<file path="src/rtl/ecc_scrub_pkg.sv">
// ecc_scrub_pkg
//   Shared definitions for the SEC-DED background scrubber: the FSM state
//   encoding and its width. Imported by ecc_secded_scrubber.
//   No ports.
package ecc_scrub_pkg;

  localparam int STATE_W = 3;

  typedef enum logic [STATE_W-1:0] {
    IDLE,
    READ,
    WAIT,
    CHECK,
    WB,
    NEXT,
    DONE,
    GAP
  } scrub_state_t;

endpackage

</file>
<file path="src/rtl/ecc_scrub_port_mux.sv">
// ecc_scrub_port_mux
//   Combinational arbitration of the single memory port between the host and
//   the scrubber. A host write always owns the port. With no host write, an
//   active scrubber drives the port; an idle scrubber leaves the address on the
//   host so the host can read through the decoder.
// Ports
//   host_wr_en/host_addr/host_data   host request
//   scrub_active                     scrubber FSM not idle
//   scrub_addr/scrub_wr_en/scrub_wdata  scrubber request
//   mem_addr/mem_wr_en/mem_wdata     memory/encoder port
module ecc_scrub_port_mux #(
  parameter int ADDR_W = 4,
  parameter int DATA_W = 8
) (
  input  logic              host_wr_en,
  input  logic [ADDR_W-1:0] host_addr,
  input  logic [DATA_W-1:0] host_data,
  input  logic              scrub_active,
  input  logic [ADDR_W-1:0] scrub_addr,
  input  logic              scrub_wr_en,
  input  logic [DATA_W-1:0] scrub_wdata,
  output logic [ADDR_W-1:0] mem_addr,
  output logic              mem_wr_en,
  output logic [DATA_W-1:0] mem_wdata
);

  always_comb begin
    // NOTE: every output gets a default before any condition, so no path
    // leaves a value unassigned and no latch is inferred.
    mem_addr  = host_addr;
    mem_wr_en = host_wr_en;
    mem_wdata = host_data;
    if (!host_wr_en && scrub_active) begin
      mem_addr  = scrub_addr;
      mem_wr_en = scrub_wr_en;
      mem_wdata = scrub_wdata;
    end
  end

endmodule

</file>
<file path="src/rtl/ecc_secded_scrubber.sv">
// ecc_secded_scrubber
//   Background scrubber in front of a SEC-DED protected memory. Walks
//   addresses 0..DEPTH-1, reads each word through the decoder, writes back the
//   corrected byte on a single-bit error, and logs double-bit errors without
//   touching the word. Host writes share the memory port and always win; a
//   word being scrubbed when a host write arrives is restarted from READ.
// Ports
//   clk, rst (async, active low)
//   start, continuous, interval        pass control
//   host_wr_en, host_addr, host_data   host port
//   mem_addr, mem_wr_en, mem_wdata     memory/encoder port
//   dec_data, dec_sec, dec_ded         decoder results
//   busy, done                         pass status
//   sec_count, ded_count, last_ded_addr  statistics
//   ded_irq                            sticky DED flag, cleared by start
// Configuration
//   ECC_SCRUB_STATS_EN: when defined, sec_count/ded_count/last_ded_addr are
//   live; otherwise they read 0 and their flops are not built.
module ecc_secded_scrubber
  import ecc_scrub_pkg::*;
#(
  parameter int ADDR_W     = 4,
  parameter int DEPTH      = 16,
  parameter int DATA_W     = 8,
  parameter int RD_LAT     = 1,
  parameter int CNT_W      = 8,
  parameter int INTERVAL_W = 16
) (
  input  logic                  clk,
  input  logic                  rst,
  input  logic                  start,
  input  logic                  continuous,
  input  logic [INTERVAL_W-1:0] interval,
  input  logic                  host_wr_en,
  input  logic [ADDR_W-1:0]     host_addr,
  input  logic [DATA_W-1:0]     host_data,
  output logic [ADDR_W-1:0]     mem_addr,
  output logic                  mem_wr_en,
  output logic [DATA_W-1:0]     mem_wdata,
  input  logic [DATA_W-1:0]     dec_data,
  input  logic                  dec_sec,
  input  logic                  dec_ded,
  output logic                  busy,
  output logic                  done,
  output logic [CNT_W-1:0]      sec_count,
  output logic [CNT_W-1:0]      ded_count,
  output logic [ADDR_W-1:0]     last_ded_addr,
  output logic                  ded_irq
);

  localparam int                WAIT_W    = (RD_LAT > 1) ? $clog2(RD_LAT) : 1;
  localparam logic [ADDR_W-1:0] LAST_ADDR = ADDR_W'(DEPTH - 1);

  scrub_state_t          state, state_nx;
  logic [ADDR_W-1:0]     addr;
  logic [WAIT_W-1:0]     wait_cnt;
  logic [INTERVAL_W-1:0] gap_cnt;
  logic [DATA_W-1:0]     cap_data;
  logic                  ded_irq_q;

  // Accepted start and a DED observed in CHECK with the port not stolen.
  logic start_ok;
  logic ev_ded;

  assign start_ok = (state == IDLE) && start;
  assign ev_ded   = (state == CHECK) && !host_wr_en && dec_ded;

  // Next-state logic. A host write during READ/WAIT/CHECK/WB drops the word
  // back to READ, and READ holds while the host still owns the port, so the
  // re-read starts the cycle after host_wr_en falls.
  always_comb begin
    state_nx = state;
    unique case (state)
      IDLE:  if (start) state_nx = READ;
      READ:  if (!host_wr_en) state_nx = WAIT;
      WAIT: begin
        if (host_wr_en)             state_nx = READ;
        else if (wait_cnt == '0)    state_nx = CHECK;
      end
      CHECK: begin
        if (host_wr_en)             state_nx = READ;
        else if (dec_ded)           state_nx = NEXT;
        else if (dec_sec)           state_nx = WB;
        else                        state_nx = NEXT;
      end
      WB:    state_nx = host_wr_en ? READ : NEXT;
      NEXT:  state_nx = (addr == LAST_ADDR) ? DONE : READ;
      DONE: begin
        if (!continuous)            state_nx = IDLE;
        else if (interval == '0)    state_nx = READ;
        else                        state_nx = GAP;
      end
      GAP:   if (gap_cnt == '0) state_nx = READ;
      default: state_nx = IDLE;
    endcase
  end

  always_ff @(posedge clk or negedge rst) begin
    if (!rst) begin
      state     <= IDLE;
      addr      <= '0;
      wait_cnt  <= '0;
      gap_cnt   <= '0;
      cap_data  <= '0;
      ded_irq_q <= 1'b0;
    end else begin
      // NOTE: sequential state uses non-blocking assignments so every flop
      // in this block sees the pre-edge values of the others.
      state <= state_nx;
      unique case (state)
        IDLE: if (start) begin
          addr      <= '0;
          ded_irq_q <= 1'b0;
        end
        READ:  wait_cnt <= WAIT_W'(RD_LAT - 1);
        WAIT:  if (wait_cnt != '0) wait_cnt <= wait_cnt - 1'b1;
        CHECK: if (!host_wr_en) begin
          cap_data <= dec_data;
          if (dec_ded) ded_irq_q <= 1'b1;
        end
        NEXT:  addr <= (addr == LAST_ADDR) ? '0 : addr + 1'b1;
        // GAP lasts exactly 'interval' cycles, so preload one less.
        DONE:  if (continuous && interval != '0) gap_cnt <= interval - 1'b1;
        GAP:   if (gap_cnt != '0) gap_cnt <= gap_cnt - 1'b1;
        default: ;
      endcase
    end
  end

  assign busy    = (state != IDLE);
  assign done    = (state == DONE);
  assign ded_irq = ded_irq_q;

`ifdef ECC_SCRUB_STATS_EN
  // SEC is counted only when the writeback cycle actually owned the port.
  logic              ev_sec;
  logic [CNT_W-1:0]  sec_q, ded_q;
  logic [ADDR_W-1:0] last_q;

  assign ev_sec = (state == WB) && !host_wr_en;

  always_ff @(posedge clk or negedge rst) begin
    if (!rst) begin
      sec_q  <= '0;
      ded_q  <= '0;
      last_q <= '0;
    end else if (start_ok) begin
      sec_q <= '0;
      ded_q <= '0;
    end else begin
      if (ev_sec && sec_q != '1) sec_q <= sec_q + 1'b1;
      if (ev_ded) begin
        if (ded_q != '1) ded_q <= ded_q + 1'b1;
        last_q <= addr;
      end
    end
  end

  assign sec_count     = sec_q;
  assign ded_count     = ded_q;
  assign last_ded_addr = last_q;
`else
  assign sec_count     = '0;
  assign ded_count     = '0;
  assign last_ded_addr = '0;
`endif

  ecc_scrub_port_mux #(
    .ADDR_W(ADDR_W),
    .DATA_W(DATA_W)
  ) u_port_mux (
    .host_wr_en  (host_wr_en),
    .host_addr   (host_addr),
    .host_data   (host_data),
    .scrub_active(busy),
    .scrub_addr  (addr),
    .scrub_wr_en (state == WB),
    .scrub_wdata (cap_data),
    .mem_addr    (mem_addr),
    .mem_wr_en   (mem_wr_en),
    .mem_wdata   (mem_wdata)
  );

endmodule
</file>
<file path="config.mk">
export PLATFORM = sky130hd
export DESIGN_NAME = ecc_secded_scrubber
export DESIGN_NICKNAME = d
export VERILOG_FILES = /design/src/rtl/ecc_scrub_pkg.sv /design/src/rtl/ecc_scrub_port_mux.sv /design/src/rtl/ecc_secded_scrubber.sv
export SDC_FILE = /design/constraint.sdc
export NUM_CORES = 1
export LEC_CHECK = 0
export ABC_AREA = 1
export BUFFER_PORTS_ARGS = -buffer_cell sky130_fd_sc_hd__buf_2
export CAP_MARGIN = 20
export CORE_UTILIZATION = 44
export DETAILED_ROUTE_END_ITERATION = 8
export GPL_TIMING_DRIVEN = 0
export PLACE_DENSITY = 0.75
export SLEW_MARGIN = 30
export SYNTH_ARGS = -nofsm -noshare
export SYNTH_HDL_FRONTEND = slang
export SYNTH_SLANG_ARGS = --single-unit
</file>
<file path="constraint.sdc">
create_clock -name clk -period 5.49 [get_ports clk]
set_input_delay 1.647 -clock clk [delete_from_list [all_inputs] [get_ports clk]]
set_output_delay 1.647 -clock clk [all_outputs]
set_load 0.01 [all_outputs]
</file>
==> flow_summary.toml, run 1 <==
[synth]
ys_async_sr_fraction = 1.00
yosys_register_bits = 32
syn_area_per_cell_um2 = 6.91
yosys-top-cells-area = "dfrtp_1 30%, nand2_1 19%, inv_1 6.3%"
yosys.area.top_type = "dfrtp_1"
yosys.cell_types.count = 32
synthTopCellsByCount = "136 x nand2_1, 45 x inv_1, 32 x dfrtp_1"
yosysMostFrequentCell = "nand2_1"
netlist_instances = 387
synth_top_flop_cell = "dfrtp_1"
netlist_area_um2 = 2670
yosysSeqAreaShare = 0.299
synth_enable_flop_cells = 0
yosys_warnings = 0
synth_top_area_frac = 0.299

[clocking]
cts_htree_levels = 2
holdBufCountCts = 0
clockBufferDepth = 2
tritoncts = "yes"
cts_buffers = 5
post_cts.repair.setup_buffers = 0
clk_latency_ns = 0.28
root_buffer = "clkbuf_8"
cts.clk_slew.worst_paths_ns = 0.07
clock-sinks = 32
cts_resized = 0

[run]
drv_cap = 0

[drt]
drc = 0
ant_nets = 0
routed_wl_mm = 6.31
drt_iter0_drc = 149
firstDrtPassIters = 4
wl_per_cell_um = 11.5
num_vias = 2629
vias_per_cell = 4.81

[worst_setup_path]
critical-path-max-stage-delay_ns = 0.30
start_kind = "primary input"
arrival_ns = 2.71
cpMostUsedCell = "buf_2"
path_cells = "buf_2, inv_1, nand2_2, buf_4, mux2_1, buf_2"
endpoint_kind = "output port"
worst-path-max-fanout = 10
crit_slowest_cell = "mux2_1"
required_ns = 3.84
crit_type = "in2out"

[placement]
place_ws_ns = 1.12
gp_congestion = 0.911
dpl.hpwl_mm = 5.06
numPortBuffers = 58

[die]
core_area_um2 = 5890
start_util = 0.454
die_w_um = 80.0
die_h_um = 80.0
fp-row-count = 28
die-area_um2 = 6390
ios = 79

[grt]
antenna_found_initial = 0
grt_pass1_wl_mm = 10.5
overflow = 0
met3_usage = 0.0480
grt_use_total = 0.210
busiest_layer = "met2"
grtUsageMet1 = 0.273
grt_max_degree = 33
met2_usage = 0.341
grt_pass1_vias = 2378

[cells_and_area]
final_nets = 516
layout-drive-gt1-share = 0.288
antenna_cells = 0
area_growth_pct = 21.8

[power]
power.density_nw_per_um2 = 365
internal-power_uw = 732
p_comb_frac = 0.442
power_frac_clock = 0.207
p_total_uw = 1190
ir_drop_v = 0.000239
swShare = 0.384
switchingPower_uw = 456
seqPwrFrac = 0.351
p_leak_uw = 0.00181

[outcome]
status = "finished clean"

[sta]
fin_tns_setup_ns = 0
rsz0062_at_grt = "no"
finalCriticalPeriod_ns = 4.36
relSlewSlack = 0.518
worst_slack_ns = 1.13
fmax_mhz = 229
fin_crit_sh = 0.794
finalSetupViolCount = 0
finalHoldViolCount = 0
slew_viol_final = 0
finalClockSkew_ns = 0.00489
timing_worst_slew_pin_value_ns = 0.723

[min_path]
min_path_type = "reg2reg"
-- through the flow --
stage	hold slack, ns	cell area (um^2)	utilization	instances
6_report	0.487	3260	0.553	547
5_1_grt	0.525	3260	0.553	547
4_1_cts	0.491	3260	0.553	547
3_5_place_dp	0.475	3130	0.532	539
3_3_place_gp	0.474	3130	0.532	539
2_1_floorplan	0.459	2750	-	406
-- flip-flops by register name, summed over array words and instances, names as in the netlist --
| register | count |
|---|---|
| addr | 4 |
| ded_irq | 1 |
| cap_data | 8 |
| gap_cnt | 16 |
| state | 3 |
-- worst paths after layout --
check	from	to	slack, ns	cells past startpoint
min in group asynchronous	rst	addr[0]$_DFFE_PN0P_	1.42	1
max in group asynchronous	rst	cap_data[6]$_DFFE_PN0P_	3.61	1
max reg2reg	state[2]$_DFFE_PN0P_	gap_cnt[14]$_DFFE_PN0P_	3.55	11
min reg2reg	ded_irq$_DFFE_PN0P_	ded_irq$_DFFE_PN0P_	0.49	1
max	host_wr_en	mem_wdata[5]	1.13	6
min	ded_irq$_DFFE_PN0P_	ded_irq$_DFFE_PN0P_	0.49	1
-- placed cells by master, fill, tap and decap left out, drive strengths merged, types with 16 or more instances in the layout --
cell   synthesis  layout
nand2        144     144
buf           29      87
inv           47      47
nor2          35      35
dfrtp         32      32
o21ai         22      22
nand3         21      21
nand4         20      20
conb           1      20
mux2          16      16
-- layer usage --
layer | up-vias | share of wire | wire [um]
met3 | 8 | 0.070 | 439
met2 | 98 | 0.45 | 2810
met5 | - | 0 | 0
met4 | 0 | 0.013 | 82
met1 | 1163 | 0.47 | 2980
li1 | 1360 | - | -
-- worst max-delay path, delay by kind of cell --
| kind | cells | cell delay, ns |
|---|---|---|
| buffers and inverters | 4 | 0.61 |
| multiplexers | 1 | 0.30 |
| AND/OR/NAND/NOR | 1 | 0.16 |
-- final cells by class --
cell class	count	area (um^2)
buffer	33	290
clock buffer	7	96.3
sequential	32	801
inverter	47	176
clock inverter	1	30.0
tap	75	93.8
multi-input combinational	294	1480
fill	593	2630
timing repair buffer	58	290
-- power by group through the flow --
stage / Clock (uW) / Combinational [uW] / Sequential [uW]
after detailed placement: 0 / 526 / 419
after global routing: 262 / 587 / 430
final: 246 / 525 / 416
after CTS: 253 / 529 / 416
after global placement: 0 / 515 / 414
after floorplan: 0 / 399 / 400
-- cells by family after synthesis --
kind of cell / Yosys count / synth area share
compound gates: 28 / 0.0613
other cells: 1 / 0.00140
mux: 16 / 0.0674
simple gates: 225 / 0.377
xor+xnor: 3 / 0.00983
fa+ha+maj: 2 / 0.00936
flops: 32 / 0.299
buf+inv: 80 / 0.175
Power figures use the tool's default switching activity.
==> inputs of run 2 (changes only) <==
--- a/config.mk
+++ b/config.mk
@@ -11,7 +11,7 @@
 export CORE_UTILIZATION = 44
 export DETAILED_ROUTE_END_ITERATION = 8
 export GPL_TIMING_DRIVEN = 0
-export PLACE_DENSITY = 0.75
+export PLACE_DENSITY = 0.77
 export SLEW_MARGIN = 30
 export SYNTH_ARGS = -nofsm -noshare
 export SYNTH_HDL_FRONTEND = slang
==> constraint.sdc (replaced) <==
create_clock -name clk -period 4 [get_ports clk]
set_input_delay 1.2 -clock clk [delete_from_list [all_inputs] [get_ports clk]]
set_output_delay 1.2 -clock clk [all_outputs]
set_load 0.01 [all_outputs]
==> run 2 against run 1 <==
Net effect: clock power rose by 20%; largest power group unchanged; design area fell by 0.58%; critical path type unchanged; highest routed layer unchanged; die area did not move; power rose by 35%.
==> flow_summary.toml, run 2 (synthesis results as in run 1) <==
[outcome]
status = "finished clean"

[run]
drv_cap = 0

[die]
ios = 79
die_w_um = 80.0
start_util = 0.454
die-area_um2 = 6390
die_h_um = 80.0
fp-row-count = 28
core_area_um2 = 5890

[placement]
place_ws_ns = 0.531
numPortBuffers = 58
placed_area_um2 = 3130
dpl.hpwl_mm = 5.22
gp_congestion = 0.892

[clocking]
cts_resized = 0
post_cts.repair.setup_buffers = 0
holdBufCountCts = 0
tritoncts = "yes"
clockBufferDepth = 2
cts.clk_slew.worst_paths_ns = 0.06
root_buffer = "clkbuf_8"
clock-sinks = 32
cts_buffers = 5
cts_htree_levels = 2
clk_latency_ns = 0.28

[cells_and_area]
area_growth_pct = 21.1
multi_input_comb_area_um2 = 1480
antenna_cells = 0
layout_common_cells = "136 x nand2_1, 60 x buf_2, 45 x inv_1"
final_nets = 516
largest_registers = "gap_cnt: 16 flops, cap_data: 8 flops, addr: 4 flops"
largest_reg_flops = 16
design_area_um2 = 3240
fillers = 576
seqCellArea_um2 = 801
final_common_cell = "nand2_1"
layout-drive-gt1-share = 0.286
top_register = "gap_cnt"

[drt]
firstDrtPassIters = 5
num_vias = 2681
routed_wl_mm = 6.51
drc = 0
vias_per_cell = 4.90
drt_iter0_drc = 164
ant_nets = 0
wl_per_cell_um = 11.9

[worst_setup_path]
r2r_slack_ns = 2.04
endpoint_kind = "output port"
arrival_ns = 2.26
required_ns = 2.80
worst-path-max-fanout = 10
crit_type = "in2out"
start_kind = "primary input"

[sta]
timing_worst_slew_pin_value_ns = 0.707
finalCriticalPeriod_ns = 3.46
fin_tns_setup_ns = 0
worst_slack_ns = 0.536
finalClockSkew_ns = 0.00566
relSlewSlack = 0.528
rsz0062_at_grt = "no"
finalHoldViolCount = 0
fmax_mhz = 289
slew_viol_final = 0
finalSetupViolCount = 0
fin_crit_sh = 0.866

[power]
ir_drop_v = 0.000374
power.density_nw_per_um2 = 495
p_leak_uw = 0.00180
p_total_uw = 1600

[min_path]
min_path_type = "reg2reg"

[grt]
grt_use_total = 0.216
grt_pass1_wl_mm = 11.0
grt_pass1_vias = 2500
overflow = 0
antenna_found_initial = 0
grt_max_degree = 33
run 2: critical path, cell delays in order:
cell and delay, ns:
buf_2 0.11, inv_1 0.15, nand2_2 0.15, buf_4 0.20, mux2_1 0.30, buf_2 0.14
run 2: path summary, 6_finish.rpt:
kind	start	to	cells past startpoint
setup / recovery	host_wr_en	mem_wdata[6]	6
max in group asynchronous	rst	cap_data[7]$_DFFE_PN0P_	1
setup reg to reg	state[2]$_DFFE_PN0P_	gap_cnt[14]$_DFFE_PN0P_	11
min in group asynchronous	rst	cap_data[6]$_DFFE_PN0P_	1
hold reg to reg	ded_irq$_DFFE_PN0P_	ded_irq$_DFFE_PN0P_	1
hold / removal	ded_irq$_DFFE_PN0P_	ded_irq$_DFFE_PN0P_	1
run 2: cell type report:
type / count / share of cell area
Buffer: 33 / 0.0897
Clock buffer: 6 / 0.0224
Clock inverter: 2 / 0.0108
Inverter: 47 / 0.0545
Multi-Input combinational cell: 294 / 0.457
Sequential cell: 32 / 0.247
Tap cell: 75 / 0.0290
Timing Repair Buffer: 58 / 0.0897
run 2: through the flow:
step	utilization	instances	hold slack, ns
global placement	0.532	539	0.475
global route	0.550	547	0.512
finish	0.550	547	0.502
CTS	0.550	547	0.504
detailed placement	0.532	539	0.487
floorplan	-	406	0.459
run 2: per-layer routing:
layer  wire length (um)  up-vias  track usage
li1                   -     1358            -
met1               2910     1196        0.280
met2               3000      115        0.361
met3                478       12       0.0331
met4                118        0       0.0804
met5                  0        -            0
run 2: power breakdown:
| part | total [uW] | switching, uW | internal (uW) |
|---|---|---|---|
| combinational | 732 | 418 | 314 |
| clock | 296 | 112 | 185 |
| sequential | 574 | 103 | 471 |
==> inputs of run 3 (changes only) <==
--- a/config.mk
+++ b/config.mk
@@ -8,11 +8,12 @@
 export ABC_AREA = 1
 export BUFFER_PORTS_ARGS = -buffer_cell sky130_fd_sc_hd__buf_2
 export CAP_MARGIN = 20
-export CORE_UTILIZATION = 44
+export CORE_UTILIZATION = 35
 export DETAILED_ROUTE_END_ITERATION = 8
 export GPL_TIMING_DRIVEN = 0
-export PLACE_DENSITY = 0.77
+export PLACE_DENSITY = 0.65
 export SLEW_MARGIN = 30
 export SYNTH_ARGS = -nofsm -noshare
 export SYNTH_HDL_FRONTEND = slang
+export SYNTH_HIERARCHICAL = 1
 export SYNTH_SLANG_ARGS = --single-unit
==> run 3 against run 2 <==
Net effect: routed wire length is 7.6% higher; global-route usage is 3.2 points lower; combinational power is 14% higher; critical path depth is 1 higher; hold slack better by 0.0073 ns; critical endpoint is now mem_wdata[1]; largest cell class unchanged.
==> flow_summary.toml, run 3 <==
[outcome]
status = "finished clean"

[worst_setup_path]
worst-path-max-fanout = 10
critical-path-max-stage-delay_ns = 0.15
endpoint_kind = "output port"
r2r_slack_ns = 1.98
crit_slowest_cell = "buf_6"
r2r_end = "gap_cnt[14]$_DFFE_PN0P_"
path_cells = "buf_2, inv_1, nand2_2, buf_6, nand2_1, nand2_1, buf_2"
r2r_start = "state[0]$_DFFE_PN0P_"
arrival_ns = 1.93
path_depth = 7
path_buf_inv = 4
ff2ff_path_depth = 12
required_ns = 2.80
start_kind = "primary input"
cp_top_family = "buffers and inverters"
crit_type = "in2out"

[drt]
firstDrtPassIters = 4
num_vias = 2709
ant_nets = 0
wl_per_cell_um = 12.0
routed_wl_mm = 7.00
drc = 0
vias_per_cell = 4.65
drt_iter0_drc = 115

[synth]
yosys-top-cells-area = "dfrtp_1 30%, nand2_1 21%, buf_4 6.7%"
synthTopCellsByCount = "149 x nand2_1, 34 x inv_1, 34 x nand3_1"
yosysMostFrequentCell = "nand2_1"
synth_enable_flop_cells = 0
yosys.area.top_type = "dfrtp_1"
synth_top_flop_cell = "dfrtp_1"
synth_top_area_frac = 0.297
netlist_instances = 399
yosys_register_bits = 32
yosysSeqAreaShare = 0.297
yosys.cell_types.count = 35
netlist_area_um2 = 2700
syn_area_per_cell_um2 = 6.76
yosys_warnings = 6
ys_async_sr_fraction = 1.00

[sta]
finalCriticalPeriod_ns = 3.13
finalHoldViolCount = 0
relSlewSlack = 0.490
rsz0062_at_grt = "no"
fin_tns_setup_ns = 0
slew_viol_final = 0
finalClockSkew_ns = 0.00702
fin_crit_sh = 0.782
worst_slack_ns = 0.871
fmax_mhz = 320
timing_worst_slew_pin_value_ns = 0.765
finalSetupViolCount = 0

[cells_and_area]
final_common_cell = "nand2_1"
fin_cells = 583
largest_registers = "gap_cnt: 16 flops, cap_data: 8 flops, addr: 4 flops"
layout-drive-gt1-share = 0.281
largest_reg_flops = 16
top_register = "gap_cnt"
design_area_um2 = 3300
area_growth_pct = 22.1
antenna_cells = 0
final_nets = 528
final_util = 0.447
layout_common_cells = "149 x nand2_1, 60 x buf_2, 34 x inv_1, 34 x nand3_1"

[min_path]
min_to = "cap_data[4]$_DFFE_PN0P_"
min_path_type = "reg2reg"
holdCritStartpoint = "cap_data[4]$_DFFE_PN0P_"
hold_path_depth = 1

[clocking]
cts_buffers = 5
clock-sinks = 32
root_buffer = "clkbuf_8"
clockBufferDepth = 2
cts_resized = 0
tritoncts = "yes"
clk_latency_ns = 0.29
cts_htree_levels = 2
post_cts.repair.setup_buffers = 0
holdBufCountCts = 0
cts.clk_slew.worst_paths_ns = 0.07

[power]
p_leak_uw = 0.00186
ir_drop_v = 0.000233
power.density_nw_per_um2 = 533

[grt]
grt_pass1_vias = 2627
overflow = 0
grt_use_total = 0.185
grt_max_degree = 33
antenna_found_initial = 0
grt_pass1_wl_mm = 12.2

[die]
start_util = 0.366
die-area_um2 = 8070
die_h_um = 89.8
die_w_um = 89.8
ios = 79
core_area_um2 = 7370
fp-row-count = 31

[placement]
placed_area_um2 = 3180
gp_congestion = 0.900
dpl.hpwl_mm = 5.43
place_ws_ns = 0.873
numPortBuffers = 58
dp_cells = 575

[run]
drv_cap = 0
## run 3: cell count changes in the layout (fill, tap and decap cells not counted), moves of 4 or more
cell and change:
nand2_1 +13, nand4_1 -9, clkbuf_8 -4, nand3_1 +16, inv_1 -11, mux2_2 -6
## run 3: cell type report
type | count | area [um^2]
flip-flops and latches | 32 | 801
inverters | 36 | 135
clock inverters | 3 | 42.5
clock buffers | 5 | 68.8
plain buffers | 33 | 273
fillers | 797 | 4070
multi-input cells | 317 | 1560
well taps | 99 | 124
repair buffers | 58 | 290
## run 3: report_power, final
group          switching, uW  internal (uW)
clock                    141            184
sequential               124            477
combinational            495            336
## run 3: worst max-delay path by stage
stage / from / end / slack [ns]
2_1_floorplan: host_wr_en / mem_addr[0] / 1.16
3_5_place_dp: host_wr_en / mem_wdata[1] / 0.87
3_3_place_gp: host_wr_en / mem_wdata[7] / 0.89
4_1_cts: host_wr_en / mem_wdata[1] / 0.87
6_report: host_wr_en / mem_wdata[1] / 0.87
5_1_grt: state[1]$_DFFE_PN0P_ / mem_addr[0] / 0.78
## run 3: layer usage
layer,up-vias,track usage,part of all wire
li1,1396,-,-
met1,1199,0.237,0.46
met2,103,0.315,0.45
met3,11,0.0406,0.075
met4,0,0.0437,0.012
met5,-,0,0
## run 3: logic make-up after synthesis
group,synth area share
AO/OA/AOI/OAI,0.0663
XOR/XNOR,0.0162
flip-flops,0.297
AND/OR/NAND/NOR,0.426
adder cells (fa/ha/maj),0.00927
buffers and inverters,0.151
other,0.00139
multiplexers,0.0334
## run 3: per-stage QoR
| stage | hold WS, ns | power (uW) |
|---|---|---|
| 2_1_floorplan | 0.466 | 1200 |
| 3_3_place_gp | 0.488 | 1420 |
| 3_5_place_dp | 0.494 | 1440 |
| 4_1_cts | 0.511 | 1770 |
| 5_1_grt | 0.528 | 1920 |
| 6_report | 0.509 | 1760 |
